`src/rtl/demux_pkg.sv`:
```
// rtl/demux_pkg.sv - shared types and constants for the registered 1-to-2 demux
//   DEF_DATA_W / DEF_CNT_W : default data and counter widths
//   slot_state_t           : output slot occupancy (EMPTY / FULL)
//   OUT0 / OUT1            : select_b values that steer to output 0 / output 1
package demux_pkg;

    localparam int DEF_DATA_W = 32;
    localparam int DEF_CNT_W  = 16;

    typedef enum logic {
        EMPTY = 1'b0,
        FULL  = 1'b1
    } slot_state_t;

    localparam logic OUT0 = 1'b0;
    localparam logic OUT1 = 1'b1;

endpackage

```
`src/rtl/demux_out_slot.sv`:
```
// rtl/demux_out_slot.sv - one-entry registered output slot with valid FSM
// Optional feature macro: DEMUX_COUNT_EN (saturating accepted-beat counter)
//   clk, rst_n      : clock, asynchronous active-low reset
//   load            : write in_data into the slot this cycle
//   in_data         : beat to store on load
//   out_ready       : consumer takes the held beat when out_valid & out_ready
//   can_accept      : slot is empty or is draining this cycle
//   out_valid       : slot holds a beat
//   out_data        : held beat (keeps last value after drain)
//   out_count       : loads seen, saturating (DEMUX_COUNT_EN only)
module demux_out_slot
    import demux_pkg::*;
#(
    parameter int DATA_W = DEF_DATA_W,
    parameter int CNT_W  = DEF_CNT_W
) (
    input  logic              clk,
    input  logic              rst_n,
    input  logic              load,
    input  logic [DATA_W-1:0] in_data,
    input  logic              out_ready,
    output logic              can_accept,
`ifdef DEMUX_COUNT_EN
    output logic [CNT_W-1:0]  out_count,
`endif
    output logic              out_valid,
    output logic [DATA_W-1:0] out_data
);

    slot_state_t       state_q;
    logic [DATA_W-1:0] data_q;

    // A full slot whose consumer is taking the beat frees up in the same
    // cycle, so a new beat can land with no bubble.
    assign can_accept = (state_q == EMPTY) || out_ready;
    assign out_valid  = (state_q == FULL);
    assign out_data   = data_q;

    always_ff @(posedge clk or negedge rst_n) begin
        if (!rst_n) begin
            state_q <= EMPTY;
            data_q  <= '0;
        end else begin
            case (state_q)
                EMPTY: begin
                    if (load) begin
                        state_q <= FULL;
                        data_q  <= in_data;
                    end
                end
                FULL: begin
                    if (load) begin
                        // load implies out_ready here: drain and refill together
                        data_q <= in_data;
                    end else if (out_ready) begin
                        state_q <= EMPTY;
                    end
                end
                default: state_q <= EMPTY;
            endcase
        end
    end

`ifdef DEMUX_COUNT_EN
    logic [CNT_W-1:0] count_q;

    always_ff @(posedge clk or negedge rst_n) begin
        if (!rst_n) begin
            count_q <= '0;
        end else if (load && (count_q != {CNT_W{1'b1}})) begin
            count_q <= count_q + 1'b1;
        end
    end

    assign out_count = count_q;
`endif

endmodule

```
`src/rtl/demux_32_bit_1_2_reg.sv`:
```
// rtl/demux_32_bit_1_2_reg.sv - registered 32-bit 1-to-2 valid/ready demultiplexer
// Optional feature macro: DEMUX_COUNT_EN (out0_count / out1_count ports)
//   clk, rst_n                 : clock, asynchronous active-low reset
//   in_data/in_valid/in_ready  : input stream
//   select_b                   : 0 -> output 0, 1 -> output 1, sampled with the beat
//   outK_data/valid/ready      : registered output streams K = 0, 1
//   outK_count                 : saturating accepted-beat counters (DEMUX_COUNT_EN)
module demux_32_bit_1_2_reg
    import demux_pkg::*;
#(
    parameter int DATA_W = DEF_DATA_W,
    parameter int CNT_W  = DEF_CNT_W
) (
    input  logic              clk,
    input  logic              rst_n,
    input  logic [DATA_W-1:0] in_data,
    input  logic              in_valid,
    output logic              in_ready,
    input  logic              select_b,
    output logic [DATA_W-1:0] out0_data,
    output logic              out0_valid,
    input  logic              out0_ready,
    output logic [DATA_W-1:0] out1_data,
    output logic              out1_valid,
`ifdef DEMUX_COUNT_EN
    output logic [CNT_W-1:0]  out0_count,
    output logic [CNT_W-1:0]  out1_count,
`endif
    input  logic              out1_ready
);

    logic accept0;
    logic accept1;
    logic load0;
    logic load1;

    // in_ready depends only on the targeted slot, never on in_valid.
    assign in_ready = (select_b == OUT1) ? accept1 : accept0;
    assign load0    = in_valid && in_ready && (select_b == OUT0);
    assign load1    = in_valid && in_ready && (select_b == OUT1);

    demux_out_slot #(
        .DATA_W (DATA_W),
        .CNT_W  (CNT_W)
    ) u_slot0 (
        .clk        (clk),
        .rst_n      (rst_n),
        .load       (load0),
        .in_data    (in_data),
        .out_ready  (out0_ready),
        .can_accept (accept0),
`ifdef DEMUX_COUNT_EN
        .out_count  (out0_count),
`endif
        .out_valid  (out0_valid),
        .out_data   (out0_data)
    );

    demux_out_slot #(
        .DATA_W (DATA_W),
        .CNT_W  (CNT_W)
    ) u_slot1 (
        .clk        (clk),
        .rst_n      (rst_n),
        .load       (load1),
        .in_data    (in_data),
        .out_ready  (out1_ready),
        .can_accept (accept1),
`ifdef DEMUX_COUNT_EN
        .out_count  (out1_count),
`endif
        .out_valid  (out1_valid),
        .out_data   (out1_data)
    );

endmodule

```
`config.mk`:
```
export PLATFORM = sky130hd
export DESIGN_NAME = demux_32_bit_1_2_reg
export DESIGN_NICKNAME = d
export VERILOG_FILES = /design/src/rtl/demux_pkg.sv /design/src/rtl/demux_out_slot.sv /design/src/rtl/demux_32_bit_1_2_reg.sv
export SDC_FILE = /design/constraint.sdc
export NUM_CORES = 1
export LEC_CHECK = 0
export CORE_MARGIN = 1
export CORE_UTILIZATION = 39
export DETAILED_ROUTE_END_ITERATION = 10
export GPL_TIMING_DRIVEN = 0
export PLACE_DENSITY = 0.86
export SLEW_MARGIN = 0
export SYNTH_ARGS = -nofsm -noshare
export SYNTH_HDL_FRONTEND = slang
export SYNTH_SLANG_ARGS = --single-unit
```
`constraint.sdc`:
```
create_clock -name clk -period 1.35 [get_ports clk]
set_input_delay 0.3375 -clock clk [delete_from_list [all_inputs] [get_ports clk]]
set_output_delay 0.3375 -clock clk [all_outputs]
set_load 0.05 [all_outputs]
```
==> flow_metrics.py, run 1 <==
metrics = {
    "layout": {
        "fin_cells": 355,
        "syn_to_final_growth_pct": 52.7,
        "drive_gt1_frac": 0.622,
        "finish.utilization": 0.628,
        "n_antenna_cell": 0,
        "layout_common_cells": "mux2_4, dfrtp_1, buf_2, clkdlybuf4s50_1, clkbuf_4",
        "nets": 314,
    },
    "timing": {
        "finalMaxSlewViolations": 0,
        "max_slew_margin": 0.473,
        "setup_ws_ns": -0.224,
        "finalSetupViolCount": 56,
        "finalCriticalPeriod_ns": 1.57,
        "hold_violations": 0,
        "fmax_mhz": 635,
        "rsz0062_at_grt": "yes",
        "worstMarginPinSlew_ns": 0.790,
        "final.setup_skew_ns": 0.0113,
        "period_share": 1.17,
    },
    "global_route": {
        "grt_overflow_total": 0,
        "grt_usage": 0.189,
        "antenna_found_initial": 0,
        "grt_pass1_vias": 1917,
        "grt_max_degree": 67,
        "grt_pass1_wl_mm": 10.2,
    },
    "floorplan": {
        "die_area_sq_um": 7190,
        "die_h_um": 84.8,
        "core_sq_um": 6490,
        "fp-row-count": 29,
        "die_w_um": 84.8,
        "start_util": 0.411,
        "ios": 105,
    },
    "logic_synthesis": {
        "syn_area_sq_um": 2670,
        "yosysUniqueCellTypes": 14,
        "ys_ff_latch": 66,
        "yosys_warnings": 0,
        "synthesis.nets": 185,
        "synth_area_per_cell_sq_um": 18.2,
        "ys_seq_area_frac": 0.618,
        "syn_inst": 147,
    },
    "routing": {
        "antenna_left": 0,
        "first_iter_violations": 72,
        "drt_pass1_iterations": 8,
        "drcViolationCount": 8,
        "post_drt_wl_per_cell_um": 17.6,
        "viasPerCell": 4.74,
        "wl_mm": 6.23,
        "dr_total_vias": 1681,
    },
    "cts": {
        "cts_hold_buffers": 0,
        "tritoncts": "built",
        "clk_pin_slew_ns": 0.07,
        "cts_buffer_depth": 2,
        "clk_latency_ns": 0.34,
        "clkSinkCount": 66,
        "cts_root_buf": "clkbuf_8",
        "htreeDepth": 3,
        "cts_buffers": 9,
    },
    "placement": {
        "io_buffers": 104,
        "hpwl_mm": 3.88,
        "place.gp.congestion": 0.735,
        "place_inst": 328,
        "dp_slack_ns": -0.999,
    },
    "setup_path": {
        "worstSetupEndpointType": "output pin",
        "crit_family": "flip-flops",
        "critPathMaxStageDelay_ns": 0.39,
        "startpoint_type": "flip-flop",
        "critical_path_required_ns": 1.01,
        "r2r-end": "u_slot1.out_data[29]$_DFFE_PN0P_",
        "worstRegToRegCells": 6,
        "worstPathCellList": "and2b_2 -> a21oi_4 -> buf_8",
        "critPathBufInv": 1,
        "crit_type": "reg2out",
        "timing.rr.start": "u_slot1.out_valid$_DFF_PN0_",
        "crit_cells": 3,
        "rrSetupSlack_ns": -0.22,
        "crit_fanout": 2,
        "crit_path_start": "u_slot1.out_valid$_DFF_PN0_",
        "critPathArrivalTime_ns": 1.24,
        "crit_end": "in_ready",
        "cp_slowest_cell": "dfrtp_2",
    },
    "pwr": {
        "powerDensity_nw_per_um2": 1640,
        "max-vdd-ir-drop_mv": 0.933,
        "total_power_uw": 6680,
        "p_leak_uw": 0.00197,
    },
    "outcome": {
        "failed_checks": "design-rule violations, negative setup slack",
        "status": "finished, violations left",
    },
    "flow_run": {
        "max_cap_violations": 0,
    },
    "min_path": {
        "min_path_type": "in2async",
    },
}
[metal layers]
metal	global-route usage	vias to the layer above	part of all wire
met1	0.239	837	0.43
met2	0.310	64	0.49
met3	0.0600	8	0.063
li1	-	772	-
met5	0	-	0
met4	0.0601	0	0.011
[state kept, by name, indices dropped and copies added, names as in the netlist]
| register | flops |
|---|---|
| u_slot1.out_valid | 1 |
| u_slot0.out_data | 32 |
| u_slot0.out_valid | 1 |
| u_slot1.out_data | 32 |
[synth_stat cells]
master,number,share of area
buf_6,4,0.017
nor2_1,1,0.0014
and2b_1,1,0.0028
nand2_1,2,0.0028
a21oi_1,1,0.0019
nand2b_1,1,0.0023
mux2_4,30,0.17
mux2_2,32,0.13
dfrtp_1,66,0.62
buf_12,3,0.022
nand2b_4,2,0.010
nor2_4,1,0.0042
mux2_1,2,0.0084
nor2b_4,1,0.0051
[layout make-up]
class / count / area (sq um)
Tap cell: 77 / 96.3
Timing Repair Buffer: 118 / 983
Sequential cell: 66 / 1650
Fill cell: 506 / 2410
Clock buffer: 11 / 151
Multi-Input combinational cell: 74 / 1060
Clock inverter: 2 / 15.0
Buffer: 7 / 125
[power by group]
group	internal (uW)	leakage [uW]	switching (uW)
Clock	736	0.0000794	708
Combinational	976	0.00112	1720
Sequential	2330	0.000774	203
Total	4050	0.00197	2630
[worst register-to-register path, stage by stage, from the launching register on]
cell and delay (ns):
dfrtp_2 0.39, and2b_2 0.22, buf_6 0.13, nor2_4 0.12, buf_6 0.14, buf_12 0.14, mux2_4 0.31
[how the worst min path moves through the flow]
stage                                          from                               end  slack (ns)  cells after the start
finish                                        rst_n  u_slot0.out_data[23]$_DFFE_PN0P_         0.1                      1
floorplan                                     rst_n   u_slot0.out_data[0]$_DFFE_PN0P_        0.04                      0
CTS                                           rst_n   u_slot1.out_data[2]$_DFFE_PN0P_        0.12                      1
detailed placement  u_slot1.out_data[5]$_DFFE_PN0P_   u_slot1.out_data[5]$_DFFE_PN0P_        0.48                      1
global route                                  rst_n   u_slot1.out_data[1]$_DFFE_PN0P_        0.17                      1
global placement    u_slot1.out_data[6]$_DFFE_PN0P_   u_slot1.out_data[6]$_DFFE_PN0P_        0.47                      1
[what timing repair did]
action                                  in CTS  in global routing
gates resized for setup                    388                 14
buffers inserted                            11                  1
pin swaps                                    1                  0
cloned                                       5                  0
endpoints found under the setup margin     131                 78
[kinds of logic (layout without fill, tap and decap cells)]
| group | count (synthesis) | after routing | share of synthesized area |
|---|---|---|---|
| AND/OR/NAND/NOR | 9 | 9 | 0.0290 |
| flip-flops | 66 | 66 | 0.618 |
| AO/OA/AOI/OAI | 1 | 1 | 0.00187 |
| multiplexers | 64 | 64 | 0.312 |
| buffers and inverters | 7 | 138 | 0.0393 |
[stage by stage]
| step | hold slack [ns] | setup TNS [ns] | cell area (sq um) |
|---|---|---|---|
| after floorplan | 0.0419 | -8.01 | 2690 |
| after global placement | 0.470 | -189.39 | 3820 |
| after detailed placement | 0.479 | -45.11 | 3820 |
| after CTS | 0.124 | -8.66 | 4100 |
| after global routing | 0.173 | -10.73 | 4080 |
| final | 0.0985 | -8.06 | 4080 |
(Power assumes the default switching activity.)
==> run 2: changes to the inputs <==
Settings changed: CORE_MARGIN 1 to default.
==> results of run 2 <==
No change in the layout: final DEF, timing and power equal those of run 1.
==> run 3: changes to the inputs <==
Settings changed: CORE_ASPECT_RATIO from default to 0.6, GPL_TIMING_DRIVEN 0 to 1, PLACE_DENSITY 0.86 to 0.75.
==> flow_metrics.py, run 3 (synthesis gave the netlist of run 1 again) <==
metrics = {
    "global_route": {
        "grt_usage": 0.243,
        "grt_max_degree": 67,
        "grt_pass1_vias": 2086,
        "grt_overflow_total": 0,
        "antenna_found_initial": 0,
        "grt_pass1_wl_mm": 12.2,
    },
    "timing": {
        "worstMarginPinSlew_ns": 0.353,
        "final.setup_skew_ns": 0.00629,
        "finalSetupViolCount": 66,
        "finalCriticalPeriod_ns": 1.67,
        "period_share": 1.24,
        "hold_violations": 0,
        "fmax_mhz": 599,
        "max_slew_margin": 0.764,
        "setup_ws_ns": -0.320,
        "fin_tns_setup_ns": -8.87,
        "rsz0062_at_grt": "yes",
        "finalMaxSlewViolations": 0,
    },
    "pwr": {
        "total_power_uw": 8920,
        "sequentialPowerShare": 0.310,
        "intPower_uw": 5930,
        "p_leak_uw": 0.00238,
        "max-vdd-ir-drop_mv": 1.20,
        "switching_share": 0.335,
        "power_frac_clock": 0.265,
        "powerDensity_nw_per_um2": 1730,
        "combPwrFrac": 0.425,
        "power_switching_uw": 2990,
    },
    "placement": {
        "dp_slack_ns": -0.519,
        "io_buffers": 104,
        "post_dp_cell_area_sq_um": 4530,
        "hpwl_mm": 4.62,
        "place.gp.congestion": 0.721,
    },
    "floorplan": {
        "die_w_um": 109,
        "start_util": 0.420,
        "fp-row-count": 22,
        "die_area_sq_um": 7200,
        "ios": 105,
        "die_h_um": 66.1,
        "core_sq_um": 6360,
    },
    "setup_path": {
        "crit_fanout": 2,
        "critical_path_required_ns": 1.01,
        "crit_type": "reg2out",
        "startpoint_type": "flip-flop",
        "critPathArrivalTime_ns": 1.33,
        "worstSetupEndpointType": "output pin",
    },
    "layout": {
        "layout_common_cells": "buf_12, dfrtp_1, mux2_4, clkdlybuf4s50_1, clkbuf_16",
        "drive_gt1_frac": 0.626,
        "syn_to_final_growth_pct": 93.5,
        "nets": 315,
        "nFillCells": 340,
        "n_antenna_cell": 0,
        "final_common_cell": "buf_12",
        "design_area_sq_um": 5170,
    },
    "routing": {
        "dr_wl_met2_mm": 3.40,
        "met3_length_um": 605,
        "dr_total_vias": 1762,
        "drt_pass1_iterations": 4,
        "first_iter_violations": 29,
        "post_drt_wl_per_cell_um": 21.0,
        "wl_met1_mm": 3.59,
        "top_layer": "met4",
        "antenna_left": 0,
        "drcViolationCount": 0,
        "wl_mm": 7.66,
        "viasPerCell": 4.83,
    },
    "cts": {
        "cts_buffers": 9,
        "clk_latency_ns": 0.33,
        "cts_buffer_depth": 2,
        "clk_pin_slew_ns": 0.05,
        "cts_root_buf": "clkbuf_16",
        "clkSinkCount": 66,
        "htreeDepth": 3,
        "tritoncts": "built",
    },
    "flow_run": {
        "max_cap_violations": 0,
    },
    "outcome": {
        "status": "finished, violations left",
        "failed_checks": "negative setup slack",
    },
    "min_path": {
        "min_path_type": "in2async",
    },
}
-- run 3: through the flow --
step | utilization | hold slack [ns] | instances
2_1_floorplan | - | 0.0419 | 147
3_3_place_gp | 0.712 | 0.378 | 339
3_5_place_dp | 0.712 | 0.379 | 339
4_1_cts | 0.816 | 0.0332 | 367
5_1_grt | 0.813 | 0.0416 | 365
6_report | 0.813 | 0.0120 | 365
-- run 3: power groups by stage --
stage               combinational [uW]  clock, uW  sequential, uW
floorplan                          536          0            3810
CTS                               3790       2390            2760
global placement                  3550          0            2760
global route                      3910       2520            2810
finish                            3790       2360            2770
detailed placement                3590          0            2780
-- run 3: routing by layer --
metal  GRT usage  up-vias
met5           0        -
met4      0.0777        0
met3       0.109        7
met2       0.358       67
met1       0.316      916
li1            -      772
-- run 3: final timing paths --
| path | depth (start not counted) | slack, ns | startpoint | to |
|---|---|---|---|---|
| worst max-delay path | 4 | -0.32 | u_slot1.out_valid$_DFF_PN0_ | in_ready |
| max in group asynchronous | 2 | 1.02 | rst_n | u_slot0.out_valid$_DFF_PN0_ |
| worst min-delay path | 2 | 0.01 | rst_n | u_slot0.out_data[10]$_DFFE_PN0P_ |
| min in group clk | 3 | 0.47 | in_valid | u_slot0.out_valid$_DFF_PN0_ |
| worst max register to register | 6 | -0.27 | u_slot1.out_valid$_DFF_PN0_ | u_slot1.out_data[12]$_DFFE_PN0P_ |
| worst min register to register | 1 | 0.57 | u_slot1.out_data[6]$_DFFE_PN0P_ | u_slot1.out_data[6]$_DFFE_PN0P_ |
-- run 3: cell type report --
class	instances	area, sq um	area share
Timing Repair Buffer	126	2070	0.400
Sequential cell	66	1650	0.320
Multi-Input combinational cell	74	1040	0.201
Clock buffer	13	270	0.0523
Tap cell	84	105	0.0203
Clock inverter	2	35.0	0.00677
-- run 3: critical path, cell delays in order (launching register included) --
cell	delay, ns
dfrtp_2	0.39
and2b_2	0.21
buf_6	0.12
a21oi_4	0.13
buf_12	0.15
-- run 3: repair_timing --
item,in CTS,in global routing
gates cloned,5,1
endpoints found under the hold margin,0,0
resized for setup,42,12
buffers inserted,8,1
pin swaps,1,1
setup endpoints to repair,66,67
hold buffers,0,0
